`src/rtl/quad_demux_one_to_two_if.sv`:
```
// Handshake bundle for quad_demux_one_to_two: one source port and two sink ports.
// master drives the source side and the sink READY lines; slave is the demux itself.
interface quad_demux_one_to_two_if #(
    parameter int WIDTH = 4,
    parameter int CNT_W = 8
);
    logic [WIDTH-1:0] D;
    logic             S;
    logic             E;
    logic             IN_VALID;
    logic             IN_READY;
    logic [WIDTH-1:0] A;
    logic             A_VALID;
    logic             A_READY;
    logic [WIDTH-1:0] B;
    logic             B_VALID;
    logic             B_READY;
    logic [CNT_W-1:0] A_CNT;
    logic [CNT_W-1:0] B_CNT;

    modport master (
        output D, S, E, IN_VALID, A_READY, B_READY,
        input  IN_READY, A, A_VALID, B, B_VALID, A_CNT, B_CNT
    );

    modport slave (
        input  D, S, E, IN_VALID, A_READY, B_READY,
        output IN_READY, A, A_VALID, B, B_VALID, A_CNT, B_CNT
    );
endinterface

```
`src/rtl/quad_demux_one_to_two.sv`:
```
// Registered 1-to-2 demux with a one-entry holding register and word counter per port.
// Optional macro PING_PONG_EN: ignore S and alternate A,B,A,B using an internal flag.
module quad_demux_one_to_two #(
    parameter int WIDTH = 4,
    parameter int CNT_W = 8
) (
    input logic                    CLK,
    input logic                    RST_N,
    quad_demux_one_to_two_if.slave bus
);

    logic             sel;
    logic             tgt_free;
    logic             in_ready;
    logic             accept;
    logic             acc_a;
    logic             acc_b;

    logic [WIDTH-1:0] a_data_q, a_data_d;
    logic [WIDTH-1:0] b_data_q, b_data_d;
    logic             a_valid_q, a_valid_d;
    logic             b_valid_q, b_valid_d;
    logic [CNT_W-1:0] a_cnt_q, a_cnt_d;
    logic [CNT_W-1:0] b_cnt_q, b_cnt_d;

`ifdef PING_PONG_EN
    logic flag_q, flag_d;
    logic unused_s;

    assign sel      = flag_q;
    assign unused_s = bus.S;

    always_comb begin
        flag_d = flag_q;
        if (accept) begin
            flag_d = ~flag_q;
        end
    end

    always_ff @(posedge CLK or negedge RST_N) begin
        if (!RST_N) begin
            flag_q <= 1'b0;
        end else begin
            flag_q <= flag_d;
        end
    end
`else
    assign sel = bus.S;
`endif

    // A full target may still accept when its sink drains in the same cycle.
    always_comb begin
        tgt_free = sel ? (~b_valid_q | bus.B_READY) : (~a_valid_q | bus.A_READY);
        in_ready = RST_N & ~bus.E & tgt_free;
        accept   = bus.IN_VALID & in_ready;
        acc_a    = accept & ~sel;
        acc_b    = accept & sel;
    end

    always_comb begin
        a_data_d  = a_data_q;
        a_valid_d = a_valid_q;
        a_cnt_d   = a_cnt_q;
        b_data_d  = b_data_q;
        b_valid_d = b_valid_q;
        b_cnt_d   = b_cnt_q;

        if (acc_a) begin
            a_data_d  = bus.D;
            a_valid_d = 1'b1;
            a_cnt_d   = a_cnt_q + CNT_W'(1);
        end else if (bus.A_READY) begin
            a_valid_d = 1'b0;
        end

        if (acc_b) begin
            b_data_d  = bus.D;
            b_valid_d = 1'b1;
            b_cnt_d   = b_cnt_q + CNT_W'(1);
        end else if (bus.B_READY) begin
            b_valid_d = 1'b0;
        end
    end

    always_ff @(posedge CLK or negedge RST_N) begin
        if (!RST_N) begin
            a_data_q  <= '0;
            a_valid_q <= 1'b0;
            a_cnt_q   <= '0;
            b_data_q  <= '0;
            b_valid_q <= 1'b0;
            b_cnt_q   <= '0;
        end else begin
            a_data_q  <= a_data_d;
            a_valid_q <= a_valid_d;
            a_cnt_q   <= a_cnt_d;
            b_data_q  <= b_data_d;
            b_valid_q <= b_valid_d;
            b_cnt_q   <= b_cnt_d;
        end
    end

    assign bus.IN_READY = in_ready;
    assign bus.A        = a_data_q;
    assign bus.A_VALID  = a_valid_q;
    assign bus.A_CNT    = a_cnt_q;
    assign bus.B        = b_data_q;
    assign bus.B_VALID  = b_valid_q;
    assign bus.B_CNT    = b_cnt_q;

endmodule

```
`src/flat_wrapper.sv`:
```
// flat-port wrapper written by rule: the top's interface ports become plain ports
module quad_demux_one_to_two_flat 
#(
    parameter int WIDTH = 4,
    parameter int CNT_W = 8
)
  (CLK, RST_N, bus_D, bus_S, bus_E, bus_IN_VALID, bus_A_READY, bus_B_READY, bus_IN_READY, bus_A, bus_A_VALID, bus_B, bus_B_VALID, bus_A_CNT, bus_B_CNT);
  quad_demux_one_to_two_if #(.WIDTH(WIDTH), .CNT_W(CNT_W)) bus_i ();
  input logic CLK;
  input logic RST_N;
  input wire logic [$bits(bus_i.D)-1:0] bus_D;
  input wire logic [$bits(bus_i.S)-1:0] bus_S;
  input wire logic [$bits(bus_i.E)-1:0] bus_E;
  input wire logic [$bits(bus_i.IN_VALID)-1:0] bus_IN_VALID;
  input wire logic [$bits(bus_i.A_READY)-1:0] bus_A_READY;
  input wire logic [$bits(bus_i.B_READY)-1:0] bus_B_READY;
  output wire logic [$bits(bus_i.IN_READY)-1:0] bus_IN_READY;
  output wire logic [$bits(bus_i.A)-1:0] bus_A;
  output wire logic [$bits(bus_i.A_VALID)-1:0] bus_A_VALID;
  output wire logic [$bits(bus_i.B)-1:0] bus_B;
  output wire logic [$bits(bus_i.B_VALID)-1:0] bus_B_VALID;
  output wire logic [$bits(bus_i.A_CNT)-1:0] bus_A_CNT;
  output wire logic [$bits(bus_i.B_CNT)-1:0] bus_B_CNT;
  assign bus_i.D = bus_D;
  assign bus_i.S = bus_S;
  assign bus_i.E = bus_E;
  assign bus_i.IN_VALID = bus_IN_VALID;
  assign bus_i.A_READY = bus_A_READY;
  assign bus_i.B_READY = bus_B_READY;
  assign bus_IN_READY = bus_i.IN_READY;
  assign bus_A = bus_i.A;
  assign bus_A_VALID = bus_i.A_VALID;
  assign bus_B = bus_i.B;
  assign bus_B_VALID = bus_i.B_VALID;
  assign bus_A_CNT = bus_i.A_CNT;
  assign bus_B_CNT = bus_i.B_CNT;
  quad_demux_one_to_two #(.WIDTH(WIDTH), .CNT_W(CNT_W)) u_core (.CLK(CLK), .RST_N(RST_N), .bus(bus_i));
endmodule
```
`config.mk`:
```
export PLATFORM = sky130hd
export DESIGN_NAME = quad_demux_one_to_two_flat
export DESIGN_NICKNAME = d
export VERILOG_FILES = /design/src/rtl/quad_demux_one_to_two_if.sv /design/src/rtl/quad_demux_one_to_two.sv /design/src/flat_wrapper.sv
export SDC_FILE = /design/constraint.sdc
export NUM_CORES = 1
export LEC_CHECK = 0
export BUFFER_PORTS_ARGS = -buffer_cell sky130_fd_sc_hd__buf_4
export CAP_MARGIN = 10
export CORE_ASPECT_RATIO = 1.4
export CORE_MARGIN = 2
export CORE_UTILIZATION = 45
export DETAILED_ROUTE_END_ITERATION = 8
export GPL_ROUTABILITY_DRIVEN = 1
export HOLD_SLACK_MARGIN = 0.15
export PLACE_DENSITY = 0.71
export REMOVE_ABC_BUFFERS = 1
export SLEW_MARGIN = 20
export SYNTH_ARGS = -nofsm -noshare
export SYNTH_HDL_FRONTEND = slang
export SYNTH_SLANG_ARGS = --single-unit
```
`constraint.sdc`:
```
create_clock -name CLK -period 2.15 [get_ports CLK]
set_clock_uncertainty 0.2 [all_clocks]
set_input_delay 0 -clock CLK [delete_from_list [all_inputs] [get_ports CLK]]
set_output_delay 0 -clock CLK [all_outputs]
set_load 0.05 [all_outputs]
```
# Yosys cells after proc, flatten, opt, wreduce, memory -nomap -nowiden
# Cells that the tools add are included.
[totals]
ff_bits = 26
in_bits = 11
[classes]
n_addsub = 2
mux = 5
bitwise_logic = 11
reduce_logical = 2
[op_table]
columns = ["op", "count"]
rows = [
  ["$add A8 B1 Y8 const B", 2],
  ["$and A1 B1 Y1", 5],
  ["$mux W1", 5],
  ["$not A1 Y1", 4],
  ["$reduce_bool A2 Y1", 2],
  ["$or A1 B1 Y1", 2],
]

# Depth between registers and ports, before layout
[logic_depth]
word_depth = 7
ltp_mapped = 5

# Worst setup path after synthesis
# Ideal clock, no wire load.
[synth_path]
kind = "register -> output"
start = "register u_core.a_valid_q, in the netlist u_core.bus.A_VALID"
end = "output bus_IN_READY"
arrival_ns = 1.639
required_time_ns = 1.950
setup_slack_ns = 0.311
path_stages_with_launch = 4
cell_sequence = "dfrtp_1 or2b_2 nand2b_4 a21oi_1"
[synth_between]
elab_chain_cells = 4
[synth_rtl]
columns = ["element", "line_no", "rtl"]
rows = [
  ["start: declaration", "quad_demux_one_to_two.sv:21", "logic a_valid_q, a_valid_d;"],
  ["start signal: assignment", "quad_demux_one_to_two.sv:95", "a_valid_q <= a_valid_d;"],
  ["$not A1 Y1", "quad_demux_one_to_two.sv:53", "tgt_free = sel ? (~b_valid_q | bus.B_READY) : (~a_valid_q | bus.A_READY);"],
  ["$or A1 B1 Y1", "quad_demux_one_to_two.sv:53", ""],
  ["$mux W1", "quad_demux_one_to_two.sv:53", ""],
  ["$and A1 B1 Y1", "quad_demux_one_to_two.sv:54", "in_ready = RST_N & ~bus.E & tgt_free;"],
  ["end: declaration", "flat_wrapper.sv:17", "output wire logic [$bits(bus_i.IN_READY)-1:0] bus_IN_READY;"],
]
# Every way passes these cells.

# Worst setup path after layout
[layout_path]
start = "input bus_E"
end = "register u_core.a_cnt_q[1], in the netlist u_core.bus.A_CNT[1]"
[layout_between]
elab_chain_cells = 5
[layout_rtl]
columns = ["element", "line_no", "rtl"]
rows = [
  ["start: declaration", "flat_wrapper.sv:13", "input wire logic [$bits(bus_i.E)-1:0] bus_E;"],
  ["$not A1 Y1", "quad_demux_one_to_two.sv:54", ""],
  ["$and A1 B1 Y1 (2 in a row)", "quad_demux_one_to_two.sv:54", ""],
  ["$and A1 B1 Y1", "quad_demux_one_to_two.sv:55", "accept = bus.IN_VALID & in_ready;"],
  ["$and A1 B1 Y1", "quad_demux_one_to_two.sv:56", "acc_a = accept & ~sel;"],
  ["end signal: assignment", "quad_demux_one_to_two.sv:96", "a_cnt_q <= a_cnt_d;"],
  ["end: declaration", "quad_demux_one_to_two.sv:23", "logic [CNT_W-1:0] a_cnt_q, a_cnt_d;"],
]
# Every way passes these cells.
# A chain may end at the register's enable or synchronous reset.

==> impl_metrics.yaml <==
status:
  status: "complete, no violations"
place:
  dpl_cell_area_um2: 1460
  port_buffers: 37
  hpwl_mm: 1.72
  routabilityCongestion: 0.770
  place_inst: 167
yosys:
  yosys.area.top_type: "dfrtp_1"
  synth.area.top_cells: "dfrtp_1 (57%), nand2_1 (7.9%), xnor2_1 (7.7%), mux2_2 (4.9%), xor2_1 (3.1%)"
  synth_area_per_cell_um2: 11.9
  synth-edff-count: 0
  post-synth-top-count-cell: "dfrtp_1"
  synthArstFlopShare: 1.00
  syn_area_um2: 1140
  synthCells: 96
  synth_top_area_share: 0.568
  synth_warnings: 0
  synth_cell_types: 25
  ys_ff_latch: 26
  seq_area_frac_synth: 0.568
  synthTopCellsByCount: "dfrtp_1 (26), nand2_1 (24), xnor2_1 (10), mux2_2 (5), nand4_1 (5)"
  synthFlopType: "dfrtp_1"
setup_path:
  worst_ep_arrival_time_ps: 2120
  crit_type: "in2reg"
  worst_setup_path_end_kind: "flip-flop"
  reg2reg_slack_ps: 330
  worstSetupStartpointType: "input port"
  reg2reg_to: "u_core.bus.B[3]"
  critPathRequiredTime_ps: 2170
  cp_max_fo: 6
  ff2ff_path_depth: 5
  rr_startpoint: "u_core.bus.B_VALID"
sta:
  maxSlewHeadroom: 0.790
  fin_crit_sh: 0.973
  drv_slew: 0
  rsz0062_at_grt: "no"
  worst_slew_pin_slew_ps: 314
  hold_viol_final: 0
  fin_tns_setup_ps: 0
  period_needed_ps: 2090
  clock.fmax_mhz: 478
  finalSetupViolCount: 0
grt:
  antenna_found_initial: 0
  grt_pass1_vias: 943
  grt_first_pass_wirelength_mm: 4.22
  grt_use_met3: 0.0372
  grt-busiest-layer: "met2"
  grt_start_max_net_pins: 24
  use_met2: 0.316
  gr-usage-met1: 0.247
  grtUsageTotal: 0.194
  gr-total-overflow: 0
worst_hold_path:
  hp-class: "in2reg"
  min_to: "u_core.bus.A[2]"
  min_path_cells: 3
  min_from: "bus_D[2]"
floorplan:
  die_area_um2: 2970
  dieWidth_um: 46.6
  core_um2: 2420
  rows: 21
  ios: 38
  initial_core_util: 0.474
  die_y_um: 63.7
detailed_routing:
  drt_iter0_drc: 6
  drt_first_pass_iters: 2
  wl_per_cell_um: 12.7
  vias_per_cell: 4.78
  routed_wl_mm: 2.39
  drc: 0
  via_count: 899
  ant_nets: 0
layout:
  final_util: 0.697
  n_fill_cell: 198
  multi_input_area_um2: 483
  drive_gt1_frac: 0.364
  final_cell_count_no_fill: 188
  area.sequential_um2: 651
  nNetsFinal: 168
  postLayoutCellArea_um2: 1680
  area_growth_syn_to_layout_pct: 47.1
  n_antenna_cell: 0
clocking:
  clockRootBuffer: "clkbuf_4"
  numCtsBuffers: 3
  path_clk_slew_ps: 140
  h-tree-depth: 1
  cts_sinks: 26
  clk_path_buf_depth: 2
  post_cts_buffers: 0
  tritoncts: "built"
  worstSkewPairLatency_ps: 320
power_and_ir_drop:
  pwr-share-comb: 0.408
  power_switching_share: 0.416
  ir_drop_mv: 0.673
  p_int_uw: 1010
  p_total_uw: 1730
  cellLeakagePower_uw: 0.000832
  p_clk_frac: 0.193
  switchingPower_uw: 718
  p_seq_frac: 0.399
  power.density_nw_per_um2: 1020
run:
  drv_cap: 0
[power groups by stage]
stage | combinational, µW | clock (µW) | sequential [µW]
floorplan | 133 | 0 | 1020
global placement | 679 | 0 | 691
detailed placement | 691 | 0 | 696
CTS | 714 | 343 | 689
global route | 754 | 364 | 706
finish | 705 | 333 | 688
[kinds of logic (layout without fill, tap and decap cells)]
kind of cell,Yosys count,in the layout,share of synthesized area
simple gates,46,46,0.235
flops,26,26,0.568
xor+xnor,14,14,0.107
mux,5,5,0.0492
fa+ha+maj,2,2,0.0219
compound gates,2,2,0.00873
buf+inv,1,59,0.00984
[cell usage in the layout (no fill, tap or decap), types with 2 or more instances in the layout]
| master | n |
|---|---|
| dlygate4sd3_1 | 17 |
| mux2_2 | 5 |
| and3_1 | 2 |
| xor2_1 | 4 |
| dfrtp_1 | 26 |
| ha_1 | 2 |
| or2b_2 | 2 |
| nand4_1 | 5 |
| buf_4 | 38 |
| clkbuf_4 | 3 |
| xnor2_1 | 10 |
| nand2_1 | 24 |
[flip-flops by register name, indices dropped and copies added (netlist names)]
| name | flops |
|---|---|
| u_core.bus.A_CNT | 8 |
| u_core.bus.B_CNT | 8 |
| u_core.bus.A | 4 |
| u_core.bus.B | 4 |
| u_core.bus.A_VALID | 1 |
| u_core.bus.B_VALID | 1 |
[through the flow]
stage / hold slack (ps) / setup WS, ps
floorplan: -496 / 311
global placement: -391 / 575
detailed placement: -389 / 522
CTS: 249 / 68.6
global route: 240 / 5.43
finish: 255 / 57.0
[final cells by class]
class,count,share of cell area
repair buffers,55,0.270
multi-input cells,69,0.287
clock inverters,1,0.0178
flip-flops and latches,26,0.386
well taps,34,0.0253
clock buffers,3,0.0134
[worst max-delay path, stage by stage]
cell	delay, ps
dlygate4sd3_1	540
buf_4	140
nand3b_1	140
dlygate4sd3_1	630
nor2_2	290
mux2_2	370
[metal layers]
metal | routed length [µm] | up-vias
li1 | - | 437
met1 | 994 | 435
met2 | 1260 | 22
met3 | 96 | 5
met4 | 42 | 0
met5 | 0 | -
[worst max-delay path by stage]
| stage | start | endpoint | slack (ps) | depth (start not counted) |
|---|---|---|---|---|
| final | bus_E | u_core.bus.A_CNT[1] | 60 | 6 |
| after global routing | bus_E | u_core.bus.A_CNT[1] | 5 | 6 |
| after CTS | bus_E | u_core.bus.A_CNT[1] | 70 | 6 |
| after detailed placement | u_core.bus.A_VALID | u_core.bus.A_CNT[1] | 520 | 4 |
| after global placement | u_core.bus.A_VALID | u_core.bus.A_CNT[1] | 570 | 4 |
| after floorplan | u_core.bus.A_VALID | bus_IN_READY | 310 | 3 |
[repair_timing]
action,CTS,global route
hold endpoints to repair,52,0
resized for setup,0,0
hold buffers,17,0
(Power assumes the default switching activity.)
